--- config.mk ---
export PLATFORM = sky130hd
export DESIGN_NAME = video_timing_gen
export DESIGN_NICKNAME = d
export VERILOG_FILES = /design/src/rtl/video_pkg.sv /design/src/rtl/video_pattern_gen.sv /design/src/rtl/video_timing_gen.sv
export SDC_FILE = /design/constraint.sdc
export NUM_CORES = 1
export LEC_CHECK = 0
export BUFFER_PORTS_ARGS = -buffer_cell sky130_fd_sc_hd__buf_2
export CAP_MARGIN = 0
export CORE_MARGIN = 4
export CORE_UTILIZATION = 53
export CTS_CLUSTER_SIZE = 8
export DETAILED_ROUTE_END_ITERATION = 6
export PLACE_DENSITY = 0.77
export SYNTH_ARGS = -nofsm -noshare
export SYNTH_HDL_FRONTEND = slang
export SYNTH_SLANG_ARGS = --single-unit
--- constraint.sdc ---
create_clock -name clk_25 -period 4.1 [get_ports clk_25]
set_clock_uncertainty 0.15 [all_clocks]
set_input_delay 1.23 -clock clk_25 [delete_from_list [all_inputs] [get_ports clk_25]]
set_output_delay 1.23 -clock clk_25 [all_outputs]
set_load 0.005 [all_outputs]
--- src/rtl/video_pkg.sv ---
// video_pkg: 640x480@60 timing, colour and pattern-select constants for the pixel domain
package video_pkg;
  localparam int VGA_H_ACTIVE = 640;
  localparam int VGA_H_FP = 16;
  localparam int VGA_H_SYNC = 96;
  localparam int VGA_H_BP = 48;
  localparam int VGA_V_ACTIVE = 480;
  localparam int VGA_V_FP = 10;
  localparam int VGA_V_SYNC = 2;
  localparam int VGA_V_BP = 33;
  localparam int VGA_H_TOTAL = VGA_H_ACTIVE + VGA_H_FP + VGA_H_SYNC + VGA_H_BP;
  localparam int VGA_V_TOTAL = VGA_V_ACTIVE + VGA_V_FP + VGA_V_SYNC + VGA_V_BP;
  localparam logic [23:0] COL_WHITE = 24'hFFFFFF;
  localparam logic [23:0] COL_YELLOW = 24'hFFFF00;
  localparam logic [23:0] COL_CYAN = 24'h00FFFF;
  localparam logic [23:0] COL_GREEN = 24'h00FF00;
  localparam logic [23:0] COL_MAGENTA = 24'hFF00FF;
  localparam logic [23:0] COL_RED = 24'hFF0000;
  localparam logic [23:0] COL_BLUE = 24'h0000FF;
  localparam logic [23:0] COL_BLACK = 24'h000000;
  localparam logic [23:0] BAR_COLOURS [8] = '{COL_WHITE, COL_YELLOW, COL_CYAN, COL_GREEN,
                                               COL_MAGENTA, COL_RED, COL_BLUE, COL_BLACK};
  typedef enum logic [1:0] {PAT_BARS, PAT_CHECKER, PAT_GRADIENT, PAT_RED} pat_e;
endpackage

--- src/rtl/video_pattern_gen.sv ---
// video_pattern_gen: combinational test-pattern colour for the current pixel
module video_pattern_gen
  import video_pkg::*;
(
  input  logic [9:0]  h_cnt,
  input  logic [9:0]  v_cnt,
  input  logic [2:0]  bar_idx,
  input  pat_e        sel,
  output logic [23:0] rgb
);
  logic [7:0] grad_b;
  assign grad_b = 8'((11'(h_cnt) + 11'(v_cnt)) >> 1);
  always_comb
    rgb = sel == PAT_BARS     ? BAR_COLOURS[bar_idx] :
          sel == PAT_CHECKER  ? {24{h_cnt[5] ^ v_cnt[5]}} :
          sel == PAT_GRADIENT ? {h_cnt[7:0], v_cnt[7:0], grad_b} : COL_RED;
endmodule

--- src/rtl/video_timing_gen.sv ---
// video_timing_gen: pixel counters, sync/de timing and registered test-pattern output
module video_timing_gen
  import video_pkg::*;
#(
  parameter int H_ACTIVE = VGA_H_ACTIVE,
  parameter int H_FP = VGA_H_FP,
  parameter int H_SYNC = VGA_H_SYNC,
  parameter int H_BP = VGA_H_BP,
  parameter int V_ACTIVE = VGA_V_ACTIVE,
  parameter int V_FP = VGA_V_FP,
  parameter int V_SYNC = VGA_V_SYNC,
  parameter int V_BP = VGA_V_BP,
  parameter int H_POL = 0,
  parameter int V_POL = 0
) (
  input  logic        clk_25,
  input  logic        rst,
  input  logic        en,
  input  logic [1:0]  pattern_sel,
  output logic        hsync,
  output logic        vsync,
  output logic        de,
  output logic [9:0]  x,
  output logic [9:0]  y,
  output logic        frame_start,
  output logic        line_start,
  output logic [23:0] rgb
);
  localparam logic [9:0] H_ACT = 10'(H_ACTIVE);
  localparam logic [9:0] HS_START = 10'(H_ACTIVE + H_FP);
  localparam logic [9:0] HS_END = 10'(H_ACTIVE + H_FP + H_SYNC);
  localparam logic [9:0] H_LAST = 10'(H_ACTIVE + H_FP + H_SYNC + H_BP - 1);
  localparam logic [9:0] V_ACT = 10'(V_ACTIVE);
  localparam logic [9:0] VS_START = 10'(V_ACTIVE + V_FP);
  localparam logic [9:0] VS_END = 10'(V_ACTIVE + V_FP + V_SYNC);
  localparam logic [9:0] V_LAST = 10'(V_ACTIVE + V_FP + V_SYNC + V_BP - 1);
  localparam logic [9:0] BAR_LAST = 10'(H_ACTIVE / 8 - 1);
  localparam logic HP = 1'(H_POL);
  localparam logic VP = 1'(V_POL);
  logic [9:0] h_cnt, v_cnt, bar_px;
  logic [2:0] bar_idx;
  logic h_wrap, v_wrap, at_origin, bar_end, act;
  pat_e sel_q, sel_eff;
  logic [23:0] pix;
  assign h_wrap = h_cnt == H_LAST;
  assign v_wrap = v_cnt == V_LAST;
  assign at_origin = h_cnt == '0 && v_cnt == '0;
  assign bar_end = bar_px == BAR_LAST;
  assign act = h_cnt < H_ACT && v_cnt < V_ACT;
  // The whole frame, including pixel (0,0), uses the selection sampled at the origin
  assign sel_eff = at_origin ? pat_e'(pattern_sel) : sel_q;
  video_pattern_gen u_pattern (
    .h_cnt  (h_cnt),
    .v_cnt  (v_cnt),
    .bar_idx(bar_idx),
    .sel    (sel_eff),
    .rgb    (pix)
  );
  always_ff @(posedge clk_25)
    if (rst) begin
      h_cnt <= '0;
      v_cnt <= '0;
      bar_px <= '0;
      bar_idx <= '0;
      sel_q <= PAT_BARS;
      hsync <= ~HP;
      vsync <= ~VP;
      de <= 1'b0;
      x <= '0;
      y <= '0;
      frame_start <= 1'b0;
      line_start <= 1'b0;
      rgb <= '0;
    end else if (en) begin
      h_cnt <= h_wrap ? '0 : h_cnt + 10'd1;
      v_cnt <= h_wrap ? (v_wrap ? '0 : v_cnt + 10'd1) : v_cnt;
      bar_px <= h_wrap || bar_end ? '0 : bar_px + 10'd1;
      bar_idx <= h_wrap ? '0 : bar_idx + {2'b0, bar_end};
      sel_q <= sel_eff;
      hsync <= h_cnt >= HS_START && h_cnt < HS_END ? HP : ~HP;
      vsync <= v_cnt >= VS_START && v_cnt < VS_END ? VP : ~VP;
      de <= act;
      x <= h_cnt;
      y <= v_cnt;
      frame_start <= at_origin;
      line_start <= h_cnt == '0 && v_cnt < V_ACT;
      rgb <= act ? pix : '0;
    end
endmodule

==> impl_results.md, run 1 <==
* # diodes at 0
* Dominant synthesized flop cell: dfxtp_1
* CP Capture Type: flop
* Initial antenna violation count at 0
* Util after Layout at 62.4%
* I/O Buffers at 53
* Design Area, Final at 0.00462 sq mm
* Ys async rst share at 0%
* Setup violators final at 0
* Initial drt markers at 227
* Vias/cell at 5.72
* DRC viols at 0
* CP Max Fanout at 8
* First-pass GRT wire length at between 15 and 20 mm
* #FFs+latches synth at 84
* Final hold slack at slightly above 0.3 ns
* Root buf cell: clkbuf_8
* Startpoint Class: flop
* Slew Viols, Final at 0
* FF-to-FF path depth at 8
* Syn_nets at roughly 490
* Worst-Margin Slew at 0.893 ns
* Worst EP required at ~4.3 ns
* Layout cells sized above 1 at 17.2%
* Hold Buf Count CTS at 0
* Yosys Warn Count at 0
* Worst VDD drop at roughly 0.24 mV
* Top-count cell post-synth: dfxtp_1
* Hold Vio Cnt, Final at 0
* GR Overflow Total at 0
* Top cells by count, synth: dfxtp_1, nor2_1, nand2_1, a21oi_1, mux2i_1
* Starting Density at between 50% and 60%
* Slew HR at 40.3%
* FF-to-FF End: rgb[13]
* GP Congestion at approximately 0.95
* Reg-to-reg slack, setup at just under 0.9 ns
* Pwr dens at 367 mW/mm^2
* Sequential-to-total area share from yosys stat at between 40% and 50%
* Std-Cell Rows at 31
* Die H at around 96 um
* Unrepaired setup endpoints after global routing: false
* Clock Sinks at 84
* Total GRT Usage at between 20% and 30%
* DIE AREA at ~0.0093 sq mm
* CTS clk-pin slew, worst paths at approximately 0.08 ns
* Status: completed
* H-tree levels at 3
* Area leader, netlist: dfxtp_1
* Pint at between 1 and 1.5 mW
* Origin of the critical flop-to-flop path: h_cnt[1]
* Library cells used by synthesis at 62
* Lkg Pwr at around 1.9 nW
* Maximum clock rate at 309 MHz
* Layout Nets at between 500 and 600
* Area after DPL at around 0.0044 sq mm
* Insertion delay to the later sink of the worst-skew pair at about 0.36 ns
* Synth Instances at 464
* Hold Path Depth at 2
* Hold crit path type: flop to flop
* Net Switching at 434 uW
* Switch share at roughly a quarter
* Hold Path Sink: rgb[20]
* Clock power share at a little under two fifths
* Final period util at roughly four fifths
* Number of global-route vias before repair at ~3,200
* CP arrival at 3.39 ns
* Top-Level Pins at between 50 and 60
* Post-DRT Antenna Nets at 0
* WL/cell at between 15 and 20 um
* Min Tclk post-route at 3.24 ns
* Comb power frac at between 10% and 20%
* Share of the synthesized area in the top cell type at slightly above 40%
* Die X at about 96 um
* Final HPWL DP at 6.78 mm
* Core Area at roughly 0.0074 sq mm
* TNS Setup at 0 ns
* # Post-CTS Setup Buffers at 0
* TritonCTS Buffers at 9
* Reg power frac at 51.0%
* Via count at approximately 3,500
* Post-Syn Area at 0.00413 sq mm
* Synth area leaders: dfxtp_1, nor2_1, mux2i_1, ha_1, xor2_1
* Post-synth EDFFs at 0
* Fin worst setup slack at ~0.86 ns
* Post-cts resize count at 0
* Pin count of the biggest net entering global routing at 48
* Worst slack, placed at about 0.6 ns
* Critical hold path startpoint: rgb[20]
* Avg Cell Area, Syn at between 8 and 9 sq um
* Critical path type: flop to flop
* Final WL at 9.55 mm
* DR pass1 iterations at 4
* Area Overhead vs Synth at 12.0%
* Max cap viols at 0
* Clock tree from TritonCTS: yes
* Clk buf depth at 2
layout by cell type (no fill, tap or decap), types with 4 or more instances in the layout:
cell        n
dfxtp_1    84
nor2_1     66
buf_2      53
nand2_1    41
a21oi_1    28
mux2i_1    23
xor2_1     19
ha_1       15
nand4_1    13
xnor2_1    11
a22o_1     10
inv_1       9
nor3_1      9
or3_1       9
clkbuf_8    9
o21ai_0     8
o311ai_1    8
o21bai_1    7
nand3_1     6
nor4_1      5
o2bb2ai_1   5
o22ai_1     5
nand2b_1    4
and3_1      4
metal layers:
metal	track usage, %	share of wire (%)
met1	30.0	46
met2	33.4	46
met3	4.85	6.4
met4	7.23	2.0
met5	0	0
power groups by stage:
stage | clock network, mW | registers (mW) | logic, mW
6_report | 0.644 | 0.865 | 0.189
5_1_grt | 0.691 | 0.869 | 0.209
4_1_cts | 0.653 | 0.865 | 0.189
3_5_place_dp | 0 | 0.884 | 0.188
3_3_place_gp | 0 | 0.883 | 0.184
2_1_floorplan | 0 | 0.885 | 0.137
how the worst max path moves through the flow:
stage	depth (start not counted)	slack (ns)	to	startpoint
3_5_place_dp	6	0.59	rgb[13]	en
4_1_cts	8	0.86	rgb[13]	h_cnt[1]
5_1_grt	8	0.68	rgb[11]	h_cnt[1]
2_1_floorplan	9	1.22	rgb[10]	h_cnt[1]
6_report	8	0.86	rgb[13]	h_cnt[1]
3_3_place_gp	6	0.75	rgb[13]	en
stage by stage:
step / power [mW] / instances
detailed placement: 1.07 / 591
floorplan: 1.02 / 464
finish: 1.70 / 606
global route: 1.77 / 606
CTS: 1.71 / 606
global placement: 1.07 / 591
cell type report:
type,count,area [sq um]
Clock buffer,9,124
Clock inverter,6,88.8
Fill cell,651,2780
Inverter,9,33.8
Multi-Input combinational cell,344,2290
Sequential cell,84,1680
Tap cell,99,124
Timing Repair Buffer,55,280
state kept, by name, summed over array words and instances, names as in the netlist:
name	flops
y	10
line_start	1
bar_idx	3
sel_q	2
h_cnt	10
hsync	1
vsync	1
frame_start	1
v_cnt	10
rgb	24
bar_px	10
x	10
de	1
cell families after synthesis:
group,after synthesis,share of synthesized area (%)
XOR/XNOR,30,6.37
adder cells (fa/ha/maj),16,5.03
AND/OR/NAND/NOR,180,22.3
flip-flops,84,40.7
buffers and inverters,36,3.73
AO/OA/AOI/OAI,93,15.6
multiplexers,25,6.21
worst max-delay path, cell delays in order (launching register included):
cell and delay [ns]:
dfxtp_1 0.38, inv_1 0.20, ha_1 0.18, or4b_4 0.47, or4_4 0.50, nor2_4 0.18, mux2_2 0.37, a21oi_1 0.53
a22o_1 0.22
Power figures use the tool's default switching activity.
==> run 2: changes to the inputs <==
--- a/config.mk
+++ b/config.mk
@@ -5,13 +5,14 @@
 export SDC_FILE = /design/constraint.sdc
 export NUM_CORES = 1
 export LEC_CHECK = 0
+export ABC_AREA = 1
 export BUFFER_PORTS_ARGS = -buffer_cell sky130_fd_sc_hd__buf_2
 export CAP_MARGIN = 0
 export CORE_MARGIN = 4
-export CORE_UTILIZATION = 53
+export CORE_UTILIZATION = 52
 export CTS_CLUSTER_SIZE = 8
 export DETAILED_ROUTE_END_ITERATION = 6
-export PLACE_DENSITY = 0.77
+export PLACE_DENSITY = 0.79
 export SYNTH_ARGS = -nofsm -noshare
 export SYNTH_HDL_FRONTEND = slang
 export SYNTH_SLANG_ARGS = --single-unit
==> constraint.sdc (replaced) <==
create_clock -name clk_25 -period 2.65 [get_ports clk_25]
set_clock_uncertainty 0.15 [all_clocks]
set_input_delay 0.795 -clock clk_25 [delete_from_list [all_inputs] [get_ports clk_25]]
set_output_delay 0.795 -clock clk_25 [all_outputs]
set_load 0.005 [all_outputs]
==> run 2 against run 1 <==
Flip-flop and latch count stayed put. Synthesized area is 1.8% higher. Utilization is 1.2 points lower. Die area increased by 3.5%. Worst setup slack worse by 0.60 ns. Cell count is 24% higher. Via count is 18% higher. Cell area up 3.3%. Critical path depth increased by 7. Routed wire length up 11%. Clock-buffer cell count unchanged. Sequential power is 57% higher. Critical path type unchanged. Largest cell class unchanged.
==> impl_results.md, run 2 <==
* Area after DPL at 0.00458 sq mm
* Design Area, Final at approximately 0.0048 sq mm
* CP Max Fanout at 12
* Clock tree from TritonCTS: yes
* Fin worst setup slack at about 0.27 ns
* H-tree levels at 3
* Maximum clock rate at about 420 MHz
* Hold Path Sink: rgb[12]
* I/O Buffers at 53
* Setup violators final at 0
* Hold Vio Cnt, Final at 0
* Post-synth EDFFs at 0
* Number of global-route vias before repair at about 3,900
* FF-to-FF path depth at 15
* CTS clk-pin slew, worst paths at roughly 0.090 ns
* Dominant synthesized flop cell: dfxtp_1
* Critical hold path startpoint: rgb[12]
* Status: completed
* Critical path type: flop to flop
* Area Overhead vs Synth at 13.6%
* Unrepaired setup endpoints after global routing: false
* CP arrival at approximately 2.5 ns
* Initial antenna violation count at 0
* Clock Sinks at 84
* Slew Viols, Final at 0
* Min Tclk post-route at approximately 2.4 ns
* Layout cells sized above 1 at between 10% and 20%
* # Post-CTS Setup Buffers at 0
* Library cells used by synthesis at 39
* Starting Density at a little over half
* Top-count cell post-synth: nand2_1
* Yosys Warn Count at 0
* Layout Nets at 667
* Most common cell after layout, fill and taps aside: nand2_1
* Root buf cell: clkbuf_8
* Insertion delay to the later sink of the worst-skew pair at ~0.37 ns
* Final HPWL DP at between 7 and 8 mm
* Sequential-to-total area share from yosys stat at 40.0%
* # fillers at 700
* Worst VDD drop at ~0.38 mV
* Worst-Margin Slew at ~0.53 ns
* Top-Level Pins at 54
* Post-cts resize count at 0
* Pwr dens at 560 mW/mm^2
* Initial drt markers at 330
* Top cells by count, synth: nand2_1, dfxtp_1, nor2_1, a21oi_1, inv_1
* # diodes at 0
* Via count at roughly 4,100
* Vias/cell at roughly 5.4
* DR pass1 iterations at 5
* FF-to-FF End: rgb[21]
* Core Area at 0.00781 sq mm
* Final hold slack at roughly 0.32 ns
* Max cap viols at 0
* Share of the synthesized area in the top cell type at between 40% and 50%
* Die H at around 98 um
* Post-Syn Area at around 0.0042 sq mm
* Final period util at 89.9%
* Total GRT Usage at 23.1%
* Worst slack, placed at 0.209 ns
* Pin count of the biggest net entering global routing at 47
* Hold crit path type: flop to flop
* #FFs+latches synth at 84
* Area leader, netlist: dfxtp_1
* Origin of the critical flop-to-flop path: v_cnt[1]
* Die X at 97.9 um
* Most frequent cells in the layout: nand2_1, dfxtp_1, nor2_1
* Synth area leaders: dfxtp_1, nand2_1, a21oi_1, nor2_1, nand3_1
* GP Congestion at 0.912
* GR Overflow Total at 0
* First-pass GRT wire length at roughly 18 mm
* TritonCTS Buffers at 9
* Syn_nets at roughly 600
* Hold Buf Count CTS at 0
* Final Power at ~2.7 mW
* Avg Cell Area, Syn at 7.09 sq um
* Startpoint Class: flop
* Worst EP required at between 2 and 3 ns
* DRC viols at 0
* Post-DRT Antenna Nets at 0
* Lkg Pwr at approximately 2.2 nW
* Std-Cell Rows at 32
* Reg-to-reg slack, setup at approximately 0.27 ns
* Clk buf depth at 2
* WL/cell at ~14 um
* Max FFs per register at 24
* Hold Path Depth at 2
* DIE AREA at roughly 0.0096 sq mm
* Final WL at around 11 mm
* Biggest register: rgb
* Synth Instances at 593
* Slew HR at between 60% and 70%
* CP Capture Type: flop
* Ys async rst share at 0%
* TNS Setup at 0 ns
-- run 2: worst max-delay path: stages (launching register included) --
cell and delay [ns]:
dfxtp_1 0.40, inv_2 0.16, ha_1 0.16, inv_1 0.04, nor2_1 0.15, nand3_2 0.12, nor2_4 0.13, nand2_2 0.09
nand2_1 0.07, nand2_2 0.18, nor2_4 0.19, nand2_1 0.08, nand2_2 0.14, nor2_1 0.06, nor2_1 0.09, nor2_1 0.04
-- run 2: how the worst max path moves through the flow --
stage,startpoint,endpoint,cells past startpoint
floorplan,en,v_cnt[7],10
finish,v_cnt[1],rgb[21],15
CTS,v_cnt[1],rgb[18],15
global placement,v_cnt[1],rgb[23],15
detailed placement,en,v_cnt[7],10
global route,v_cnt[1],rgb[17],15
-- run 2: cell families after synthesis --
family | count (synthesis) | synth area share, %
AOI/OAI and AO/OA | 107 | 13.7
xor gates and xnor gates | 9 | 1.88
adders and majority gates | 16 | 4.94
buffers and inverters | 76 | 7.14
DFF | 84 | 40.0
and+or+nand+nor | 301 | 32.4
-- run 2: through the flow --
| stage | std cells | util, % |
|---|---|---|
| finish | 753 | 61.2 |
| global route | 753 | 61.2 |
| CTS | 753 | 61.2 |
| detailed placement | 737 | 58.6 |
| global placement | 737 | 58.6 |
| floorplan | 593 | - |
-- run 2: area by class of cell --
type	instances	area [sq um]	share of cell area, %
timing repair buffer	63	340	7.12
clock buffer	9	124	2.59
tap	102	128	2.67
multi-input combinational	433	2220	46.5
clock inverter	7	75.1	1.57
sequential	84	1680	35.2
inverter	55	206	4.32
-- run 2: power breakdown --
| part | switching, mW | internal [mW] | leakage (nW) |
|---|---|---|---|
| clock | 0.505 | 0.442 | 0.104 |
| combinational | 0.231 | 0.135 | 1.39 |
| sequential | 0.0358 | 1.33 | 0.687 |
| total | 0.772 | 1.90 | 2.19 |
-- run 2: layer usage --
layer / wire length, um / up-vias / GRT usage [%]
li1: - / 2053 / -
met1: 4680 / 1859 / 29.7
met2: 4990 / 155 / 38.6
met3: 724 / 28 / 4.71
met4: 240 / 0 / 8.09
met5: 0 / - / 0
